**src/rtl/ultrasonic_echo_ranger_pkg.sv**
```systemverilog
// rtl/ultrasonic_echo_ranger_pkg.sv - shared state encoding, timing defaults and widths for the echo ranger
package ultrasonic_echo_ranger_pkg;

    typedef enum logic [2:0] {
        IDLE      = 3'd0,
        TRIG      = 3'd1,
        WAIT_RISE = 3'd2,
        MEASURE   = 3'd3,
        HOLDOFF   = 3'd4
    } state_t;

    // Default timing for a 100 MHz system clock and an HC-SR04-class sensor
    localparam int DEF_TICK_DIV   = 100;
    localparam int DEF_TRIG_US    = 10;
    localparam int DEF_TIMEOUT_US = 30000;
    localparam int DEF_MAX_US     = 38000;
    localparam int DEF_HOLDOFF_US = 60000;
    localparam int DEF_US_PER_CM  = 58;

    // Result widths and the per-state microsecond counter width
    localparam int US_W     = 16;
    localparam int CM_W     = 10;
    localparam int US_CNT_W = 17;

endpackage

```
**src/rtl/ultrasonic_echo_ranger_us_tick_gen.sv**
```systemverilog
// rtl/ultrasonic_echo_ranger_us_tick_gen.sv - clearable prescaler producing a one-cycle tick every microsecond
module us_tick_gen #(
    parameter int TICK_DIV = 100
) (
    input  logic clk,
    input  logic rst,
    input  logic clear,
    output logic tick
);

    localparam int CW = (TICK_DIV > 1) ? $clog2(TICK_DIV) : 1;
    localparam logic [CW-1:0] LAST = CW'(TICK_DIV - 1);

    logic [CW-1:0] cnt;

    assign tick = (cnt == LAST);

    // Count 0..TICK_DIV-1; a clear realigns so the first tick lands TICK_DIV cycles later
    always_ff @(posedge clk or posedge rst) begin
        if (rst) begin
            cnt <= '0;
        end else if (clear || tick) begin
            cnt <= '0;
        end else begin
            cnt <= cnt + 1'b1;
        end
    end

endmodule

```
**src/rtl/ultrasonic_echo_ranger.sv**
```systemverilog
// rtl/ultrasonic_echo_ranger.sv - trigger, echo timing and range conversion engine
module ultrasonic_echo_ranger
    import ultrasonic_echo_ranger_pkg::*;
#(
    parameter int TICK_DIV   = DEF_TICK_DIV,
    parameter int TRIG_US    = DEF_TRIG_US,
    parameter int TIMEOUT_US = DEF_TIMEOUT_US,
    parameter int MAX_US     = DEF_MAX_US,
    parameter int HOLDOFF_US = DEF_HOLDOFF_US,
    parameter int US_PER_CM  = DEF_US_PER_CM
) (
    input  logic            clk,
    input  logic            rst,
    input  logic            start,
    input  logic            echo,
    output logic            trigger,
    output logic            busy,
    output logic            done,
    output logic            timeout,
    output logic [US_W-1:0] echo_us,
    output logic [CM_W-1:0] distance_cm
);

    localparam int SUB_W = (US_PER_CM > 1) ? $clog2(US_PER_CM) : 1;

    localparam logic [US_CNT_W-1:0] TRIG_LAST    = US_CNT_W'(TRIG_US - 1);
    localparam logic [US_CNT_W-1:0] TIMEOUT_LAST = US_CNT_W'(TIMEOUT_US - 1);
    localparam logic [US_CNT_W-1:0] HOLD_LAST    = US_CNT_W'(HOLDOFF_US - 1);
    localparam logic [US_W-1:0]     MAX_LAST     = US_W'(MAX_US - 1);
    localparam logic [US_W-1:0]     MAX_VAL      = US_W'(MAX_US);
    localparam logic [SUB_W-1:0]    SUB_LAST     = SUB_W'(US_PER_CM - 1);

    state_t state;
    state_t state_next;

    logic echo_m;
    logic echo_s;
    logic echo_d;

    logic tick;
    logic state_change;

    logic [US_CNT_W-1:0] us_cnt;
    logic [US_W-1:0]     w;
    logic [SUB_W-1:0]    sub;
    logic [CM_W-1:0]     cm;
    logic [CM_W-1:0]     cm_inc;

    logic rise;
    logic trig_end;
    logic wait_expired;
    logic meas_fall;
    logic meas_full;
    logic hold_end;

    logic            trigger_d;
    logic            done_d;
    logic            timeout_d;
    logic [US_W-1:0] echo_us_d;
    logic [CM_W-1:0] distance_cm_d;

    assign state_change = (state_next != state);
    assign busy         = (state != IDLE);

    us_tick_gen #(
        .TICK_DIV (TICK_DIV)
    ) u_tick (
        .clk   (clk),
        .rst   (rst),
        .clear (state_change),
        .tick  (tick)
    );

    // Reaching a microsecond limit means the tick that completes the last microsecond
    assign trig_end     = tick && (us_cnt == TRIG_LAST);
    assign wait_expired = tick && (us_cnt == TIMEOUT_LAST);
    assign hold_end     = tick && (us_cnt == HOLD_LAST);
    assign meas_full    = tick && (w == MAX_LAST);
    assign rise         = echo_s && !echo_d;
    // MEASURE starts one cycle after echo_s rises, so the end is judged on the
    // delayed sample; that keeps the counted window equal to the echo high time
    assign meas_fall    = !echo_d;
    assign cm_inc       = (sub == SUB_LAST) ? cm + CM_W'(1) : cm;

    // Two-flop synchroniser for the asynchronous echo plus one delay flop for edges
    always_ff @(posedge clk or posedge rst) begin
        if (rst) begin
            echo_m <= 1'b0;
            echo_s <= 1'b0;
            echo_d <= 1'b0;
        end else begin
            echo_m <= echo;
            echo_s <= echo_m;
            echo_d <= echo_s;
        end
    end

    // State register
    always_ff @(posedge clk or posedge rst) begin
        if (rst) begin
            state <= IDLE;
        end else begin
            state <= state_next;
        end
    end

    // Next-state selection; start outside IDLE is simply not looked at
    always_comb begin
        state_next = state;
        case (state)
            IDLE:      if (start) state_next = TRIG;
            TRIG:      if (trig_end) state_next = WAIT_RISE;
            WAIT_RISE: begin
                if (rise) begin
                    state_next = MEASURE;
                end else if (wait_expired) begin
                    state_next = HOLDOFF;
                end
            end
            MEASURE:   if (meas_fall || meas_full) state_next = HOLDOFF;
            HOLDOFF:   if (hold_end) state_next = IDLE;
            default:   state_next = IDLE;
        endcase
    end

    // Output decode: next values of the registered outputs, results updated only with done
    always_comb begin
        trigger_d     = (state_next == TRIG);
        done_d        = 1'b0;
        timeout_d     = timeout;
        echo_us_d     = echo_us;
        distance_cm_d = distance_cm;
        case (state)
            WAIT_RISE: begin
                if (!rise && wait_expired) begin
                    timeout_d     = 1'b1;
                    done_d        = 1'b1;
                    echo_us_d     = '0;
                    distance_cm_d = '0;
                end
            end
            MEASURE: begin
                if (meas_fall) begin
                    timeout_d     = 1'b0;
                    done_d        = 1'b1;
                    echo_us_d     = w;
                    distance_cm_d = cm;
                end else if (meas_full) begin
                    timeout_d     = 1'b1;
                    done_d        = 1'b1;
                    echo_us_d     = MAX_VAL;
                    distance_cm_d = cm_inc;
                end
            end
            default: ;
        endcase
    end

    // Registered outputs so trigger and done are glitch-free
    always_ff @(posedge clk or posedge rst) begin
        if (rst) begin
            trigger     <= 1'b0;
            done        <= 1'b0;
            timeout     <= 1'b0;
            echo_us     <= '0;
            distance_cm <= '0;
        end else begin
            trigger     <= trigger_d;
            done        <= done_d;
            timeout     <= timeout_d;
            echo_us     <= echo_us_d;
            distance_cm <= distance_cm_d;
        end
    end

    // Per-state microsecond counter, restarted on every state change
    always_ff @(posedge clk or posedge rst) begin
        if (rst) begin
            us_cnt <= '0;
        end else if (state_change) begin
            us_cnt <= '0;
        end else if (tick && (state != IDLE)) begin
            us_cnt <= us_cnt + 1'b1;
        end
    end

    // Echo width and centimetre accumulation, zeroed whenever MEASURE is not active
    always_ff @(posedge clk or posedge rst) begin
        if (rst) begin
            w   <= '0;
            sub <= '0;
            cm  <= '0;
        end else if (state != MEASURE) begin
            w   <= '0;
            sub <= '0;
            cm  <= '0;
        end else if (tick) begin
            w   <= w + 1'b1;
            sub <= (sub == SUB_LAST) ? '0 : sub + 1'b1;
            cm  <= cm_inc;
        end
    end

endmodule

```
**config.mk**
```make
export PLATFORM = sky130hd
export DESIGN_NAME = ultrasonic_echo_ranger
export DESIGN_NICKNAME = d
export VERILOG_FILES = /design/src/rtl/ultrasonic_echo_ranger_pkg.sv /design/src/rtl/ultrasonic_echo_ranger_us_tick_gen.sv /design/src/rtl/ultrasonic_echo_ranger.sv
export SDC_FILE = /design/constraint.sdc
export NUM_CORES = 1
export LEC_CHECK = 0
export BUFFER_PORTS_ARGS = -buffer_cell sky130_fd_sc_hd__buf_2
export CORE_MARGIN = 2
export CORE_UTILIZATION = 55
export CTS_CLUSTER_DIAMETER = 120
export DETAILED_ROUTE_END_ITERATION = 10
export PLACE_DENSITY = 0.7
export SLEW_MARGIN = 20
export SYNTH_ARGS = -nofsm -noshare
export SYNTH_HDL_FRONTEND = slang
export SYNTH_HIERARCHICAL = 1
export SYNTH_SLANG_ARGS = --single-unit
export TNS_END_PERCENT = 30
```
**constraint.sdc**
```tcl
create_clock -name clk -period 4.75 [get_ports clk]
set_clock_uncertainty 0.15 [all_clocks]
set_input_delay 0.95 -clock clk [delete_from_list [all_inputs] [get_ports clk]]
set_output_delay 0.95 -clock clk [all_outputs]
set_load 0.01 [all_outputs]
```
==> flow_summary.json, run 1 <==
{
  "postRouteAntennaNets": 0,
  "clock_sinks": 91,
  "post_synth_num_cell_types": 59,
  "clk_transition_reported_paths_ps": 100,
  "report.final.setup_viol": 0,
  "async_reset_ff_frac": 1.00,
  "yosys.area_share.xor_xnor": 0.0928,
  "number_of_global_route_vias_before_repair": 3287,
  "drt-vias-per-instance": 5.74,
  "worstPathMaxFanout": 24,
  "place_congestion": 0.810,
  "grt_pass1_wl_um": 15900,
  "most_common_cell_after_layout_fill_and_taps_aside": "dfrtp_1",
  "dpl_worst_slack_ps": 720,
  "track_usage": 0.205,
  "outcome": "finished, final reports clean",
  "slew-limit-headroom": 0.298,
  "ios": 34,
  "yosys_warnings": 6,
  "synthAdderAreaFrac": 0.0186,
  "post_drt_wl_per_cell_um": 15.5,
  "power.total_mw": 1.31,
  "timing.critical_path.required_ps": 4850,
  "worst-setup-path-type": "flip-flop to flip-flop",
  "dominant_combinational_cell_family_by_area_after_synthesis": "simple AND/OR/NAND/NOR gates",
  "syn_nets": 471,
  "powerDensity_nw_per_um2": 256,
  "first_iter_violations": 173,
  "final_cell_mix": "dfrtp_1 (91), nor2_1 (54), nand3_1 (40)",
  "final_max_slew_viol_count": 0,
  "leakage_nw": 2.26,
  "cts-resized-gates": 0,
  "post-route-drc-count": 0,
  "final.period_utilization": 0.846,
  "first_pass_iters": 4,
  "num_rows": 33,
  "postSynthAreaPerCell_sq_um": 10.3,
  "floorplan.initialDensity": 0.571,
  "ctsLongestPathBuffers": 2,
  "post_route_cells_drive_above_1_share": 0.171,
  "cts-buffers-inserted": 9,
  "h-tree-depth": 3,
  "design.core.area_sq_um": 8260,
  "synth-compound-area-share": 0.113,
  "num_vias": 3427,
  "wirelength_um": 9240,
  "syn_inst": 460,
  "finalWorstPathRequiredPeriod_ps": 4020,
  "port_buffers": 33,
  "nFillCells": 697,
  "cp.arrival_ps": 4120,
  "synth_enable_flop_cells": 0,
  "grt_antenna_before_repair": 0,
  "number_of_synthesized_register_bits": 91,
  "place_hpwl_um": 6290,
  "dpl-instance-area_sq_um": 4930,
  "area_of_the_die_sq_um": 9340,
  "hp-class": "flip-flop to flip-flop",
  "post-cts-setup-buffers": 0,
  "irDropWorstVdd_uv": 135,
  "synth-seq-area-share": 0.483,
  "die_y_um": 96.6,
  "cp-start-kind": "flip-flop",
  "clockRootBuffer": "clkbuf_8",
  "post_synth_mux_area_share": 0.0127,
  "clock_tree_from_tritoncts": "done",
  "clock_latency_ps": 370,
  "tightestPinTransition_ps": 1050,
  "synth_area_sq_um": 4720,
  "areaGrowthSynthToFinish_pct": 8.54,
  "setup-tns-final_ps": 0,
  "timing.max_cap.violations": 0,
  "cts-hold-fix-buffers": 0,
  "grt_remaining_overflow": 0,
  "synth_top_flop_cell": "dfrtp_1",
  "end_kind": "flip-flop",
  "nNetsFinal": 498,
  "stdcell_area_sq_um": 5120,
  "setup_slack_ps": 732,
  "post_synth_and_or_nand_nor_area_fraction": 0.239,
  "ant_diodes": 0,
  "rsz_0062_raised_after_global_routing": "no",
  "fmax_mhz": 249,
  "final_number_of_hold_violating_endpoints": 0,
  "grt_max_degree": 52,
  "dieWidth_um": 96.6
}
metal layers:
metal | up-vias | routed length, um | track usage
met5 | - | 0 | 0
met4 | 0 | 124 | 0.0813
met3 | 12 | 249 | 0.0296
met2 | 52 | 4530 | 0.332
met1 | 1672 | 4330 | 0.280
li1 | 1691 | - | -
worst max-delay path: stages, from the launching register on:
cell and delay, ps:
dfrtp_1 390, ha_1 260, nand4bb_2 160, nor2_1 460, or3b_4 490, nor4_4 350
nand4_1 500, and2_1 720, a211o_1 420
cell type report:
type	count	area (sq um)	share of cell area
Clock buffer	9	124	0.0242
Clock inverter	7	67.6	0.0132
Inverter	19	72.6	0.0142
Multi-Input combinational cell	328	2250	0.439
Sequential cell	91	2280	0.445
Tap cell	105	131	0.0257
Timing Repair Buffer	38	203	0.0396
report_power, final:
part	total [mW]	internal (mW)	switching, mW	leakage (nW)
registers	0.778	0.775	0.00272	1.24
clock network	0.512	0.205	0.307	0.0958
logic	0.0214	0.00353	0.0179	0.922
per-stage QoR:
stage	util	hold WS (ps)	instances
final	0.620	210	597
after CTS	0.620	216	597
after detailed placement	0.597	195	581
after global routing	0.620	223	597
after global placement	0.597	184	581
after floorplan	-	181	460
cell usage after synthesis (all sizes together) (3+ instances only):
cell     number  area share
dfrtp        91        0.48
nor2         54       0.043
nand3        41       0.045
nor3         28       0.041
xnor2        25       0.046
xor2         25       0.046
inv          19       0.015
nand2        19       0.016
a21oi        13       0.015
nand4        13       0.017
clkbuf       12      0.0098
o21ai        12       0.013
and3         11       0.015
a22o         10       0.019
buf          10       0.016
nor4          8       0.017
ha            7       0.019
and2          6      0.0080
mux2i         6       0.013
o31ai         6       0.016
or3           6      0.0080
a211oi        4      0.0090
o2bb2ai       3      0.0056
or4           3      0.0056
worst paths after layout:
check | start | end | slack (ps) | cells past startpoint
min | echo_m | echo_s | 210 | 0
max in group asynchronous | rst | cm[3] | 2940 | 3
max | u_tick/cnt[0] | distance_cm[1] | 730 | 8
max reg2reg | u_tick/cnt[0] | distance_cm[1] | 730 | 8
min in group asynchronous | rst | u_tick/cnt[1] | 370 | 2
min reg2reg | echo_m | echo_s | 210 | 0
cells by family (layout without fill, tap and decap cells):
family	Yosys count	after routing
buffers and inverters	41	73
AOI/OAI and AO/OA	64	64
muxes	6	6
and+or+nand+nor	201	201
DFF	91	91
xor gates and xnor gates	50	50
adders and majority gates	7	7
state kept, by name, summed over array words and instances, names as in the netlist:
register,count
cm,10
distance_cm,10
done,1
echo_d,1
echo_m,1
echo_s,1
echo_us,16
state,3
sub,6
timeout,1
trigger,1
u_tick/cnt,7
us_cnt,17
w,16
No activity file was read; power rests on OpenSTA's default activity.
==> run 2, diff against run 1 <==
==> constraint.sdc (replaced) <==
create_clock -name clk -period 3.9 [get_ports clk]
set_clock_uncertainty 0.15 [all_clocks]
set_input_delay 0.78 -clock clk [delete_from_list [all_inputs] [get_ports clk]]
set_output_delay 0.78 -clock clk [all_outputs]
set_load 0.01 [all_outputs]
==> run 2 against run 1 <==
  * Maximum frequency increased by 18%
  * Highest routed layer unchanged
  * Total power is 26% higher
  * Combinational power is 29% higher
  * Die area is the same
  * Critical endpoint unchanged
  * Critical path type unchanged
  * Non-clock buffer count grew 4
  * Sequential power increased by 22%
  * Sequential cell count stayed put
  * Worst setup slack worse by 230 ps
  * Clock power is 31% higher
  * Critical path depth grew 1
  * Design area rose by 0.90%
==> flow_summary.json, run 2 (synthesized netlist as in run 1, its figures left out) <==
{
  "outcome": "finished, final reports clean",
  "nNetsFinal": 502,
  "rsz_0062_raised_after_global_routing": "no",
  "tightestPinTransition_ps": 1070,
  "biggestRegsByFlops": "us_cnt (17), echo_us (16), w (16)",
  "die_y_um": 96.6,
  "ant_diodes": 0,
  "post-route-drc-count": 0,
  "post_route_cells_drive_above_1_share": 0.177,
  "setup_slack_ps": 505,
  "number_of_global_route_vias_before_repair": 3426,
  "nFillCells": 686,
  "dpl_worst_slack_ps": 520,
  "slew-limit-headroom": 0.285,
  "cts-resized-gates": 0,
  "final.period_utilization": 0.870,
  "postRouteAntennaNets": 0,
  "first_pass_iters": 4,
  "clock_sinks": 91,
  "clock_latency_ps": 360,
  "clk_transition_reported_paths_ps": 90,
  "fmax_mhz": 295,
  "first_iter_violations": 216,
  "cp-start-kind": "flip-flop",
  "place_congestion": 0.860,
  "powerDensity_nw_per_um2": 319,
  "grt_max_degree": 49,
  "startpoint": "u_tick/cnt[0]",
  "post_drt_wl_per_cell_um": 15.6,
  "grt_pass1_wl_um": 16400,
  "timing.critical_path.required_ps": 4000,
  "num_rows": 33,
  "design.core.area_sq_um": 8260,
  "hp-class": "input pin to async pin",
  "final_max_slew_viol_count": 0,
  "floorplan.initialDensity": 0.571,
  "grt_antenna_before_repair": 0,
  "ios": 34,
  "reg2reg_from": "u_tick/cnt[0]",
  "dieWidth_um": 96.6,
  "leakage_nw": 2.28,
  "end_kind": "flip-flop",
  "clock_tree_from_tritoncts": "done",
  "areaGrowthSynthToFinish_pct": 9.52,
  "drt-vias-per-instance": 5.81,
  "global_route.peak_usage_layer": "met2",
  "grtUsageMet3": 0.0347,
  "largest_register": "us_cnt",
  "num_vias": 3491,
  "worst-setup-path-type": "flip-flop to flip-flop",
  "finalWorstPathRequiredPeriod_ps": 3390,
  "final_cell_mix": "dfrtp_1 (91), nor2_1 (54), nand3_1 (40)",
  "worstPathMaxFanout": 25,
  "setup-tns-final_ps": 0,
  "grt_remaining_overflow": 0,
  "cts-hold-fix-buffers": 0,
  "irDropWorstVdd_uv": 188,
  "timing.max_cap.violations": 0,
  "groute.layer.met2.usage": 0.334,
  "area_of_the_die_sq_um": 9340,
  "report.final.setup_viol": 0,
  "ctsLongestPathBuffers": 2,
  "place_hpwl_um": 6410,
  "wirelength_um": 9400,
  "post-cts-setup-buffers": 0,
  "hold-worst-slack_ps": 211,
  "final_number_of_hold_violating_endpoints": 0,
  "flip_flop_count_of_the_largest_register_all_copies_and_words_added": 17,
  "power.total_mw": 1.65,
  "port_buffers": 33,
  "cp.arrival_ps": 3490,
  "h-tree-depth": 3,
  "clockRootBuffer": "clkbuf_8",
  "track_usage": 0.211,
  "cts-buffers-inserted": 9,
  "most_common_cell_after_layout_fill_and_taps_aside": "dfrtp_1",
  "groute.layer.met1.usage": 0.296
}
run 2: worst max-delay path: stages, from the launching register on:
cell and delay, ps:
dfrtp_1 390, ha_1 250, nand4bb_2 160, nor2_1 130
buf_4 290, or3b_4 460, nor4_4 340, nand4_1 150
and2_1 540, a211o_1 420
run 2: cell type report:
type	count	area (sq um)	area share
multi-input cells	328	2250	0.435
repair buffers	42	233	0.0450
clock inverters	7	83.8	0.0162
flip-flops and latches	91	2280	0.441
well taps	105	131	0.0254
inverters	19	72.6	0.0140
clock buffers	9	124	0.0240
run 2: per-stage QoR:
stage,std cells,utilization,cell area [sq um]
floorplan,460,-,4720
global placement,585,0.601,4960
detailed placement,585,0.601,4960
CTS,601,0.626,5170
global route,601,0.626,5170
finish,601,0.626,5170
run 2: worst paths after layout:
path | endpoint | slack (ps) | cells past startpoint
setup / recovery | distance_cm[1] | 510 | 9
hold / removal | u_tick/cnt[5] | 210 | 2
setup reg to reg | distance_cm[1] | 510 | 9
hold reg to reg | echo_s | 220 | 0
max in group asynchronous | echo_us[4] | 2420 | 3
min in group clk | echo_s | 220 | 0
run 2: where the power goes:
part	leakage [nW]	internal [mW]	switching, mW
Sequential	1.24	0.944	0.00342
Clock	0.0959	0.307	0.363
Combinational	0.940	0.00497	0.0226
Total	2.28	1.26	0.389
run 2: routing by layer:
layer  up-vias  wire (um)
li1       1700          -
met1      1707       4470
met2        71       4410
met3        13        344
met4         0        187
met5         -          0
